[src/rtl/pipeline_pkg.sv]
// pipeline_pkg: shared FSM states and constants for the pipeline controller
package pipeline_pkg;
    typedef enum logic [2:0] {RUN, MEM_WAIT, TRAP_EX, TRAP_DRAIN, TRAP_JUMP} ctrl_state_e;
    localparam logic [4:0] ZERO_REG = 5'd0;
    localparam logic [31:0] NOP = 32'h00000013;
    function automatic logic is_trap(ctrl_state_e s);
        return s == TRAP_EX || s == TRAP_DRAIN || s == TRAP_JUMP;
    endfunction
endpackage

[src/rtl/hazard_detect.sv]
// hazard_detect: load-use hazard between the load in EX and the instruction in ID
module hazard_detect
    import pipeline_pkg::*;
(
    input  logic [4:0] id_rs1,
    input  logic [4:0] id_rs2,
    input  logic       id_rs1_used,
    input  logic       id_rs2_used,
    input  logic [4:0] ex_rd,
    input  logic       ex_mem_re,
    output logic       luh
);
    assign luh = ex_mem_re && ex_rd != ZERO_REG &&
                 ((id_rs1_used && id_rs1 == ex_rd) || (id_rs2_used && id_rs2 == ex_rd));
endmodule

[src/rtl/pipeline_ctrl.sv]
// pipeline_ctrl: hazard, flush, memory-freeze and ecall trap sequencing for the 5-stage pipe
module pipeline_ctrl
    import pipeline_pkg::*;
#(
    parameter int DRAIN_CYCLES = 3,
    parameter int PERF_W = 32
) (
    input  logic              clk,
    input  logic              rst_n,
    input  logic [4:0]        id_rs1,
    input  logic [4:0]        id_rs2,
    input  logic              id_rs1_used,
    input  logic              id_rs2_used,
    input  logic              id_ecall,
    input  logic [4:0]        ex_rd,
    input  logic              ex_mem_re,
    input  logic              ex_br_taken,
    input  logic [31:0]       ex_br_target,
    input  logic [31:0]       mtvec,
    input  logic              mem_req,
    input  logic              mem_ready,
    output logic              pc_we,
    output logic              if_id_we,
    output logic              if_id_flush,
    output logic              id_ex_bubble,
    output logic              ex_mem_we,
    output logic              stall_flag,
    output logic              redirect,
    output logic [31:0]       redirect_pc,
    output logic              trap_busy,
    output logic [PERF_W-1:0] stall_cnt
);
    ctrl_state_e       state_q, state_d, prev_q, prev_d;
    logic [2:0]        cnt_q, cnt_d;
    logic [PERF_W-1:0] stall_cnt_q, stall_cnt_d;
    logic              luh, frz, freeze, in_run, br, ec, lu, drain, jump;

    hazard_detect u_hazard (
        .id_rs1      (id_rs1),
        .id_rs2      (id_rs2),
        .id_rs1_used (id_rs1_used),
        .id_rs2_used (id_rs2_used),
        .ex_rd       (ex_rd),
        .ex_mem_re   (ex_mem_re),
        .luh         (luh)
    );

    assign frz    = mem_req && !mem_ready;
    assign freeze = frz || state_q == MEM_WAIT;

    always_ff @(posedge clk or negedge rst_n) begin
        if (!rst_n) begin
            state_q     <= RUN;
            prev_q      <= RUN;
            cnt_q       <= '0;
            stall_cnt_q <= '0;
        end else begin
            state_q     <= state_d;
            prev_q      <= prev_d;
            cnt_q       <= cnt_d;
            stall_cnt_q <= stall_cnt_d;
        end
    end

    always_comb begin
        state_d     = state_q;
        prev_d      = prev_q;
        cnt_d       = cnt_q;
        stall_cnt_d = (!pc_we && stall_cnt_q != '1) ? stall_cnt_q + 1'b1 : stall_cnt_q;
        if (state_q == MEM_WAIT) begin
            state_d = mem_ready ? prev_q : MEM_WAIT;
        end else if (frz) begin
            state_d = MEM_WAIT;
            prev_d  = state_q;
        end else begin
            case (state_q)
                RUN:        state_d = (id_ecall && !ex_br_taken) ? TRAP_EX : RUN;
                TRAP_EX: begin
                    state_d = TRAP_DRAIN;
                    cnt_d   = 3'(DRAIN_CYCLES);
                end
                TRAP_DRAIN: begin
                    state_d = cnt_q == 3'd0 ? TRAP_JUMP : TRAP_DRAIN;
                    cnt_d   = cnt_q == 3'd0 ? cnt_q : cnt_q - 3'd1;
                end
                default:    state_d = RUN;
            endcase
        end
    end

    // Priority: freeze > taken branch > ecall entry > load-use
    always_comb begin
        in_run       = state_q == RUN && !freeze;
        br           = in_run && ex_br_taken;
        ec           = in_run && !ex_br_taken && id_ecall;
        lu           = in_run && !ex_br_taken && !id_ecall && luh;
        drain        = !freeze && (state_q == TRAP_EX || state_q == TRAP_DRAIN);
        jump         = !freeze && state_q == TRAP_JUMP;
        pc_we        = !(freeze || ec || lu || drain);
        if_id_we     = !(freeze || lu);
        if_id_flush  = br || ec || jump;
        id_ex_bubble = br || lu || drain;
        ex_mem_we    = !freeze;
        stall_flag   = freeze || lu;
        redirect     = br || jump;
        redirect_pc  = jump ? mtvec : br ? ex_br_target : 32'd0;
        trap_busy    = is_trap(state_q) || (state_q == MEM_WAIT && is_trap(prev_q));
    end

    assign stall_cnt = stall_cnt_q;
endmodule

[config.mk]
export PLATFORM = sky130hd
export DESIGN_NAME = pipeline_ctrl
export DESIGN_NICKNAME = d
export VERILOG_FILES = /design/src/rtl/pipeline_pkg.sv /design/src/rtl/hazard_detect.sv /design/src/rtl/pipeline_ctrl.sv
export SDC_FILE = /design/constraint.sdc
export NUM_CORES = 1
export LEC_CHECK = 0
export CAP_MARGIN = 5
export CORE_MARGIN = 3
export CORE_UTILIZATION = 30
export DETAILED_ROUTE_END_ITERATION = 12
export PLACE_DENSITY_LB_ADDON = 0.08
export SYNTH_ARGS = -nofsm -noshare
export SYNTH_HDL_FRONTEND = slang
export SYNTH_SLANG_ARGS = --single-unit
[constraint.sdc]
create_clock -name clk -period 4.5 [get_ports clk]
set_input_delay 0.9 -clock clk [delete_from_list [all_inputs] [get_ports clk]]
set_output_delay 0.9 -clock clk [all_outputs]
set_load 0.05 [all_outputs]
# After elaboration in Yosys (flattened, before gate mapping)
# Cells that the tools add are included.
[totals]
regBits = 41
out_inout_bits = 72
[op_classes]
addsub = 2
n_eq_ne = 11
muxes = 10
bitwise = 2
n_reduce_logical = 44
[ops]
columns = ["op", "n"]
rows = [
  ["$mux 32", 2],
  ["$add 32x1->32 const B", 1],
  ["$ne 32x32->1 const B", 1],
  ["$logic_and 1x1->1", 16],
  ["$logic_or 1x1->1", 16],
  ["$mux 3", 5],
  ["$eq 3x2->1 const B", 4],
  ["$eq 5x5->1", 2],
  ["$pmux 3 s3", 1],
  ["$eq 3x3->1 const B", 2],
  ["$logic_not 1->1", 6],
  ["$logic_not 3->1", 2],
  ["$pmux 3 s2", 1],
  ["$reduce_bool 5->1", 1],
  ["$reduce_and 4->1", 1],
  ["$eq 3x1->1 const B", 1],
  ["$sub 3x1->3 const B", 1],
  ["$mux 2", 1],
  ["$ne 2x2->1 const B", 1],
  ["$not 1->1", 2],
  ["$reduce_and 2->1", 1],
  ["$reduce_bool 2->1", 1],
]

# Logic depth before layout (Yosys ltp)
# Gate-level depths: netlist (run 1).
[logic_depth]
ltp_word = 11
ltp_mapped = 8
ltp_nobuf = 7

# Modules after synthesis
# Synthesis (run 1) repeated with hierarchy kept, for this count alone.
[hier_totals]
hier_cells = 289
hier_area_um2 = 2668.8
[modules_own_cells]
columns = ["mod", "instances", "cells_each", "area_per_inst_um2", "seq_area_each_um2"]
rows = [
  ["pipeline_ctrl", 1, 272, 2534.9, 1026.0],
  ["hazard_detect", 1, 17, 133.9, 0.0],
]

# Worst setup path before layout (run 1)
# No wires, ideal clock.
[synth_path]
path_kind = "in2out"
startpoint = "in mem_req"
endpoint = "out if_id_we"
arrival_ps = 2855
required_ps = 3600
path_slack_ps = 745
cell_stages = 4
n_path_buf = 0
path_cell_list = "nor2b_1 nor2_1 nand2_1 inv_1"
[synth_between]
elab_chain_cells = 9
[synth_lines]
columns = ["element", "line", "rtl"]
rows = [
  ["from (decl)", "pipeline_ctrl.sv:20", "input logic mem_req,"],
  ["$logic_and 1x1->1", "pipeline_ctrl.sv:48", "assign frz = mem_req && !mem_ready;"],
  ["$logic_or 1x1->1", "pipeline_ctrl.sv:49", "assign freeze = frz || state_q == MEM_WAIT;"],
  ["$logic_not 1->1", "--", ""],
  ["via ex_mem_we", "pipeline_ctrl.sv:26", "output logic ex_mem_we,"],
  ["$logic_and 1x1->1", "pipeline_ctrl.sv:93", "in_run = state_q == RUN && !freeze;"],
  ["$logic_and 1x1->1 (3 in a row)", "pipeline_ctrl.sv:96", "lu = in_run && !ex_br_taken && !id_ecall && luh;"],
  ["$logic_or 1x1->1", "pipeline_ctrl.sv:100", "if_id_we = !(freeze || lu);"],
  ["via stall_flag", "pipeline_ctrl.sv:27", "output logic stall_flag,"],
  ["$logic_not 1->1", "pipeline_ctrl.sv:100", ""],
  ["to (decl)", "pipeline_ctrl.sv:23", "output logic if_id_we,"],
]
# The timed path passes the listed nets, and every way through them passes these cells.

# Final worst setup path (run 1)
[layout_path]
startpoint = "in ex_rd[3]"
endpoint = "out if_id_we"
[layout_between]
elab_chain_cells = 7
elab_cells_between_ends = 11
classes_between = "2 x eq/ne; 9 x reduce/logical"
[layout_lines]
columns = ["element", "line", "rtl"]
rows = [
  ["from (decl)", "pipeline_ctrl.sv:15", "input logic [4:0] ex_rd,"],
  ["$eq 5x5->1", "hazard_detect.sv:14", "((id_rs1_used && id_rs1 == ex_rd) || (id_rs2_used && id_rs2 == ex_rd));"],
  ["$logic_and 1x1->1", "hazard_detect.sv:14", ""],
  ["$logic_or 1x1->1", "hazard_detect.sv:14", ""],
  ["$logic_and 1x1->1 (*)", "hazard_detect.sv:13", "assign luh = ex_mem_re && ex_rd != ZERO_REG &&"],
  ["$logic_and 1x1->1 (*)", "pipeline_ctrl.sv:96", ""],
  ["$logic_or 1x1->1 (*)", "pipeline_ctrl.sv:100", ""],
  ["$logic_not 1->1 (*)", "pipeline_ctrl.sv:100", ""],
]
# Mark *: on every way between the ends. The rest lies on a longest branch, timed or not.

==> results of run 1 <==
==> Yosys cell counts, drive strengths merged (4+ instances only) <==
| library cell | count | share of area |
|---|---|---|
| inv | 6 | 0.0090 |
| mux2 | 4 | 0.018 |
| a21oi | 7 | 0.015 |
| nand2 | 25 | 0.038 |
| nor2 | 15 | 0.023 |
| nand4 | 14 | 0.037 |
| a22o | 33 | 0.12 |
| xnor2 | 37 | 0.13 |
| and4 | 4 | 0.015 |
| dfrtp | 41 | 0.41 |
| nor3 | 5 | 0.014 |
| clkbuf | 9 | 0.013 |
| and3 | 7 | 0.019 |
| nand3 | 18 | 0.036 |
==> per-stage QoR <==
stage	hold slack, ps	instances	setup slack, ps
after floorplan	497	255	745
after global placement	481	509	463
after detailed placement	485	509	422
after CTS	501	517	420
after global routing	516	517	293
final	502	517	419
==> registers in the layout, indices dropped and copies added, names as in the netlist <==
signal     cells
cnt_q          3
state_q        3
prev_q         3
stall_cnt     32
==> worst paths after layout <==
check,end,slack [ps],cells after the start
worst max register to register,stall_cnt[14],2110,7
worst min register to register,stall_cnt[18],500,1
max in group asynchronous,prev_q[0],3210,1
min in group asynchronous,stall_cnt[28],730,1
worst max-delay path,if_id_we,420,8
worst min-delay path,stall_cnt[18],500,1
==> final cells by class <==
type	instances	area share
Clock inverter	2	0.00811
Sequential cell	41	0.222
Tap cell	102	0.0276
Timing Repair Buffer	162	0.414
Clock buffer	6	0.0178
Multi-Input combinational cell	198	0.306
Inverter	6	0.00487
==> kinds of logic after synthesis <==
logic type,synth area share
compound gates,0.169
mux,0.0180
fa+ha+maj,0.0150
xor+xnor,0.136
flops,0.410
buf+inv,0.0270
simple gates,0.225
==> power by group through the flow <==
stage / clock network [mW] / logic, mW / registers (mW)
after floorplan: 0 / 0.489 / 0.613
after global placement: 0 / 1.04 / 0.509
after detailed placement: 0 / 1.05 / 0.512
after CTS: 0.322 / 1.05 / 0.506
after global routing: 0.340 / 1.10 / 0.517
final: 0.312 / 1.04 / 0.506
==> metal layers <==
layer,track usage,up-vias
met5,0,-
met4,0.0447,0
met1,0.218,1205
li1,-,1246
met2,0.299,106
met3,0.0660,7
==> metrics.md, run 1 <==
| Metric | Value |
|---|---|
| Number of failing hold endpoints at the final stage | 0 |
| Fraction of the yosys area taken by sequential cells | 0.410 |
| CP delay by family, top | buffers and inverters |
| Routed metal-1 wirelength | 3.48 mm |
| Final count of pins violating max slew | 0 |
| Number of remaining DRC errors | 0 |
| Number of warnings reported in the yosys synthesis log | 0 |
| Final Critical Period | 4080 ps |
| Post-detailed-route count of antenna-violating nets | 0 |
| Net Sw Power | 818 uW |
| Sum of buffers and inverters on the critical path | 3 |
| Worst setup path startpoint | ex_rd[3] |
| H-tree depth reported by CTS | 2 |
| Wire length per cell | 16.4 um |
| Met2 routed WL | 4.15 mm |
| Cell area after synthesis | 2500 um^2 |
| Area post-placement | 4510 um^2 |
| Filler cell count | 670 |
| Worst Path Arrival | between 3000 and 4000 ps |
| Overall die area | 9480 um^2 |
| Vias in the first global route | approximately 2,700 |
| Post-CTS Setup Inserts | 0 |
| Number of core rows | 32 |
| Total of buffers placed on input and output ports | 159 |
| Vias per cell | 4.96 |
| Aggregate negative setup slack | 0 ps |
| Mean post-synth cell area | between 9 and 10 um^2 |
| Gate power share | 0.560 |
| Int Power | about 1.0 mW |
| Yosys cell types | 42 |
| Clock latency at the later pin of the worst-skew pair | 290 ps |
| Result of the run | finished, final reports clean |
| Seq pwr share | 0.272 |
| Sw Share | 0.440 |
| Count of max-cap constraint violations | 0 |
| RSZ-0062 raised after global routing | no |
| Worst R2R Start | state_q[2] |
| Half-perimeter wire length after detailed placement | around 7.1 mm |
| Aggregate global-route resource usage | 0.179 |
| Final period utilization | 0.907 |
| Kind of capture point of the worst setup path | output pin |
| Overall power consumption | 1.86 mW |
| Largest fanout on the critical path | 3 |
| DRC marker count from the first detailed-route iteration | 86 |
| Die boundary width | 97.4 um |
| Relative area change from synthesis to final layout | 84.7% |
| Number of enable flip-flop cells after synthesis | 0 |
| Final instance area | 4630 um^2 |
| CP Launch Type | input pin |
| IR drop worst, VDD | between 300 and 400 uV |
| Final net count | 505 |
| Headroom to the max-slew limit | 0.246 |
| Standby leakage power | around 1.8 nW |
| Largest net degree at the start of global routing | 42 |
| Power density relative to cell area | 402 nW/um^2 |
| Number of antenna violations at the first check in global routing | 0 |
| Clock tree from TritonCTS | built |
| Maximum root-to-sink buffer count | 2 |
| Library cell used as clock root buffer | clkbuf_8 |
| Largest stage delay, worst path | 800 ps |
| Highest layer used for signal routing | met4 |
| Number of buffers inserted during clock tree synthesis | 5 |
| Remaining global-route overflow | 0 |
| Hold Crit Start | stall_cnt[18] |
| Wire length reported by the detailed router | 8.47 mm |
| Combined area of the multi-input logic cells | 1420 um^2 |
| Clock share of power | 0.168 |
| Met3 Wirelength | 776 um |
| Number of diodes | 0 |
| Number of vias after detailed routing | between 2,000 and 3,000 |
| Last weighted congestion value of the routability-driven placer | 0.797 |
| Most frequent standard cell in the layout excluding fill and tap cells | clkdlybuf4s50_1 |
| Number of register bits inferred by synthesis | just over 40 |
| Final setup violating endpoints | 0 |
| Sinks on the clock net | just over 40 |
| Critical path start-end classification | in2out |
| CTS Hold Buffers Added | 0 |
| Number of iterations in the first detailed-routing pass | 4 |
| Clk pin slew, worst setup/hold paths | approximately 80 ps |
| Setup Skew | 5.54 ps |
| Core ar. | 7930 um^2 |
| List of cells traversed by the critical path | clkdlybuf4s50_1, or4_1, nor2_1, nor3_2, nand2_1, nand2_1, inv_1, clkdlybuf4s50_1 |
| Post-Synthesis Cells | between 200 and 300 |
| Top_reg_cell synth | dfrtp_1 |
| Max Clk Rate | 245 MHz |
| Initial Util | 0.316 |
| Least-Margin Pin Slew | around 1100 ps |
| Final core utilization | 0.584 |
| Worst-path cell with the longest stage delay | clkdlybuf4s50_1 |
| Type of the worst min-delay path | reg2reg |
| Worst EP required | 3600 ps |
| Fraction of registers with async set or reset after synthesis | 1.00 |
| Net count of the mapped netlist | around 350 |
| Number of top-level pins | 160 |
| Seq. cell area | 1030 um^2 |
| Vert. Die Dim | ~97 um |
| Commonest cells after routing, fill and taps aside | clkdlybuf4s50_1 (125), dfrtp_1 (41), xnor2_1 (37), a22o_1 (33), buf_12 (31) |
| Global-route wire length before repair | between 10 and 15 mm |
| Post-cts sizing count | 0 |
| Share of cells above drive strength 1 | 0.159 |
Power figures use the tool's default switching activity.
==> run 2, diff against run 1 <==
CTS_CLUSTER_DIAMETER = 40   (was not set)
SYNTH_HIERARCHICAL = 1   (was not set)
==> run 2 against run 1 <==
  * Maximum frequency is 4.4% lower
  * Clock-buffer cell count stayed put
  * Sequential share of layout area shrank 0.67 points
  * Non-clock buffer count grew 2
==> metrics.md, run 2 <==
| Metric | Value |
|---|---|
| Result of the run | finished, final reports clean (unchanged) |
| CP Launch Type | input pin (unchanged) |
| H-tree depth reported by CTS | 2 (unchanged) |
| Largest net degree at the start of global routing | 42 (unchanged) |
| Fraction of the yosys area taken by sequential cells | 0.384 (was 0.410) |
| Seq pwr share | 0.290 (was 0.272) |
| Worst R2R Start | stall_cnt[1] (was state_q[2]) |
| Largest fanout on the critical path | 3 (unchanged) |
| Die boundary width | 100 um (was 97.4 um) |
| Filler cell count | 769 (was 670) |
| Vert. Die Dim | 100 um (was 97.4 um) |
| Wire length reported by the detailed router | 10.0 mm (was 8.47 mm) |
| Share of cells above drive strength 1 | 0.139 (was 0.159) |
| Vias per cell | 5.07 (was 4.96) |
| Count of max-cap constraint violations | 0 (unchanged) |
| Power density relative to cell area | 393 nW/um^2 (was 402 nW/um^2) |
| Clock share of power | 0.137 (was 0.168) |
| Relative area change from synthesis to final layout | 78.8% (was 84.7%) |
| Aggregate global-route resource usage | 0.194 (was 0.179) |
| Mean post-synth cell area | 9.23 um^2 (was 9.82 um^2) |
| Half-perimeter wire length after detailed placement | 7.92 mm (was 7.10 mm) |
| Fraction of registers with async set or reset after synthesis | 1.00 (unchanged) |
| Initial Util | 0.317 (was 0.316) |
| Number of buffers inserted during clock tree synthesis | 5 (unchanged) |
| Yosys cell types | 42 (unchanged) |
| Post-cts sizing count | 0 (unchanged) |
| Clock latency at the later pin of the worst-skew pair | 300 ps (was 290 ps) |
| Final count of pins violating max slew | 0 (unchanged) |
| Post-CTS Setup Inserts | 0 (unchanged) |
| Global-route wire length before repair | 15.4 mm (was 13.7 mm) |
| Int Power | 1.00 mW (was 1.04 mW) |
| Critical path start-end classification | in2out (unchanged) |
| Number of register bits inferred by synthesis | 41 (unchanged) |
| Worst-path cell with the longest stage delay | clkdlybuf4s50_1 (unchanged) |
| Top-count cell post-synth | dfrtp_1 (unchanged) |
| Final setup violating endpoints | 0 (unchanged) |
| Number of top-level pins | 160 (unchanged) |
| Sw Share | 0.467 (was 0.440) |
| Setup Skew | 13.6 ps (was 5.54 ps) |
| Clock tree from TritonCTS | built (unchanged) |
| Final period utilization | 0.948 (was 0.907) |
| Headroom to the max-slew limit | 0.391 (was 0.246) |
| Clk pin slew, worst setup/hold paths | 90 ps (was 80 ps) |
| Maximum root-to-sink buffer count | 2 (unchanged) |
| Post-detailed-route count of antenna-violating nets | 0 (unchanged) |
| Cell area after synthesis | 2670 um^2 (was 2500 um^2) |
| Number of remaining DRC errors | 0 (unchanged) |
| Vias in the first global route | 2,801 (was 2,662) |
| Wire length per cell | 18.2 um (was 16.4 um) |
| IR drop worst, VDD | 154 uV (was 306 uV) |
| Sinks on the clock net | 41 (unchanged) |
| Type of the worst min-delay path | reg2reg (unchanged) |
| Number of cells on the worst hold path | 1 (unchanged) |
| Standby leakage power | 1.98 nW (was 1.85 nW) |
| R2R depth | 7 (unchanged) |
| Most common cell on crit path | clkdlybuf4s50_1 |
| Top cell type by total area after synthesis | dfrtp_1 (unchanged) |
| Hold Crit Start | stall_cnt[14] (was stall_cnt[18]) |
| Number of enable flip-flop cells after synthesis | 0 (unchanged) |
| Library cell used as clock root buffer | clkbuf_8 (unchanged) |
| Number of antenna violations at the first check in global routing | 0 (unchanged) |
| Kind of capture point of the worst setup path | output pin (unchanged) |
| Net count of the mapped netlist | 380 (was 346) |
| Total of buffers placed on input and output ports | 159 (unchanged) |
| Least-Margin Pin Slew | 913 ps (was 1130 ps) |
| Register-to-register setup slack | 2140 ps (was 2110 ps) |
| Aggregate negative setup slack | 0 ps (unchanged) |
| Overall die area | 10,100 um^2 (was 9480 um^2) |
| Number of vias after detailed routing | 2,794 (was 2,564) |
| CTS Hold Buffers Added | 0 (unchanged) |
| Area post-placement | 4670 um^2 (was 4510 um^2) |
| RSZ-0062 raised after global routing | no (unchanged) |
| Number of warnings reported in the yosys synthesis log | 6 (was 0) |
| Flip-flop count of the largest register after layout | 32 (unchanged) |
| Number of iterations in the first detailed-routing pass | 4 (unchanged) |
| Max Clk Rate | 234 MHz (was 245 MHz) |
| Number of failing hold endpoints at the final stage | 0 (unchanged) |
| Final net count | 536 (was 505) |
| Hold endpoint | stall_cnt[14] (was stall_cnt[18]) |
| Number of diodes | 0 (unchanged) |
| Top_reg_cell synth | dfrtp_1 (unchanged) |
| List of cells traversed by the critical path | clkdlybuf4s50_1, xor2_1, nor4_1, nand3_1, a21oi_1, a311oi_1, inv_1, clkdlybuf4s50_1 (was clkdlybuf4s50_1, or4_1, nor2_1, nor3_2, nand2_1, nand2_1, inv_1, clkdlybuf4s50_1) |
| Gate power share | 0.572 (was 0.560) |
| Worst EP required | 3600 ps (about the same) |
| Post-Synthesis Cells | 289 (was 255) |
| Remaining global-route overflow | 0 (unchanged) |
| Synth top area cells | dfrtp_1 (38%), a22o_1 (11%), xor2_1 (11%) (was dfrtp_1 (41%), xnor2_1 (13%), a22o_1 (12%)) |
| Worst Path Arrival | 3370 ps (was 3180 ps) |
| DRC marker count from the first detailed-route iteration | 152 (was 86) |
| Last weighted congestion value of the routability-driven placer | 0.832 (was 0.797) |
| Most frequent standard cell in the layout excluding fill and tap cells | clkdlybuf4s50_1 (unchanged) |
| Net Sw Power | 877 uW (was 818 uW) |
| Ranking of synthesized cells by instance count | dfrtp_1 (41), a22o_1 (35), xor2_1 (33) (was dfrtp_1 (41), xnor2_1 (37), a22o_1 (33)) |
| Core ar. | 8420 um^2 (was 7930 um^2) |
| Endpoint of the lowest-slack register-to-register path | stall_cnt[1] (was stall_cnt[14]) |
| Synth top area share | 0.384 (was 0.410) |
| Commonest cells after routing, fill and taps aside | clkdlybuf4s50_1 (123), dfrtp_1 (41), a22o_1 (35), xor2_1 (33), buf_12 (32) (was clkdlybuf4s50_1 (125), dfrtp_1 (41), xnor2_1 (37), a22o_1 (33), buf_12 (31)) |
| Number of core rows | 33 (was 32) |
| Final instance area | 4770 um^2 (was 4630 um^2) |
| Final Critical Period | 4270 ps (was 4080 ps) |
| Largest stage delay, worst path | 800 ps (about the same) |
-- run 2: stage by stage --
step	utilization	std cells	hold slack, ps	worst slack, ps	total power, mW
after global routing	0.566	551	523	71.2	1.98
after CTS	0.566	551	491	236	1.89
after detailed placement	0.555	543	475	241	1.63
after floorplan	-	289	497	80.6	1.18
final	0.566	551	487	233	1.88
after global placement	0.555	543	473	368	1.62
-- run 2: worst max-delay path by stage --
stage | to | slack [ps] | start
after floorplan | stall_flag | 80 | ex_rd[1]
after global placement | stall_flag | 370 | ex_rd[0]
after detailed placement | stall_flag | 240 | ex_rd[1]
after CTS | stall_flag | 240 | ex_rd[1]
after global routing | stall_flag | 70 | ex_rd[1]
final | stall_flag | 230 | ex_rd[1]
-- run 2: worst max-delay path, delay by kind of cell --
kind / cells / cell delay (ps)
AO/OA/AOI/OAI: 2 / 450
buffers and inverters: 3 / 1340
XOR/XNOR: 1 / 190
AND/OR/NAND/NOR: 2 / 490
-- run 2: power by group through the flow --
stage / logic [mW] / clock network, mW / registers [mW]
detailed placement: 1.08 / 0 / 0.554
global placement: 1.07 / 0 / 0.551
floorplan: 0.521 / 0 / 0.658
CTS: 1.08 / 0.264 / 0.547
global route: 1.14 / 0.279 / 0.561
finish: 1.07 / 0.258 / 0.545
-- run 2: layout make-up --
cell class,count,area [um^2],share of cell area
well taps,105,131,0.0275
clock buffers,6,82.6,0.0173
inverters,11,41.3,0.00865
multi-input cells,222,1540,0.323
flip-flops and latches,41,1030,0.215
repair buffers,164,1940,0.406
clock inverters,2,13.8,0.00288
-- run 2: logic make-up after synthesis --
group	share of synthesized area
buf+inv	0.0413
flops	0.384
mux	0.0178
fa+ha+maj	0.0141
compound gates	0.155
simple gates	0.263
xor+xnor	0.125
-- run 2: layer usage --
metal	GRT usage	share of wire	vias up
li1	-	-	1363
met1	0.252	0.43	1297
met2	0.311	0.46	116
met4	0.0777	0.032	0
met5	0	0	-
met3	0.0417	0.073	18
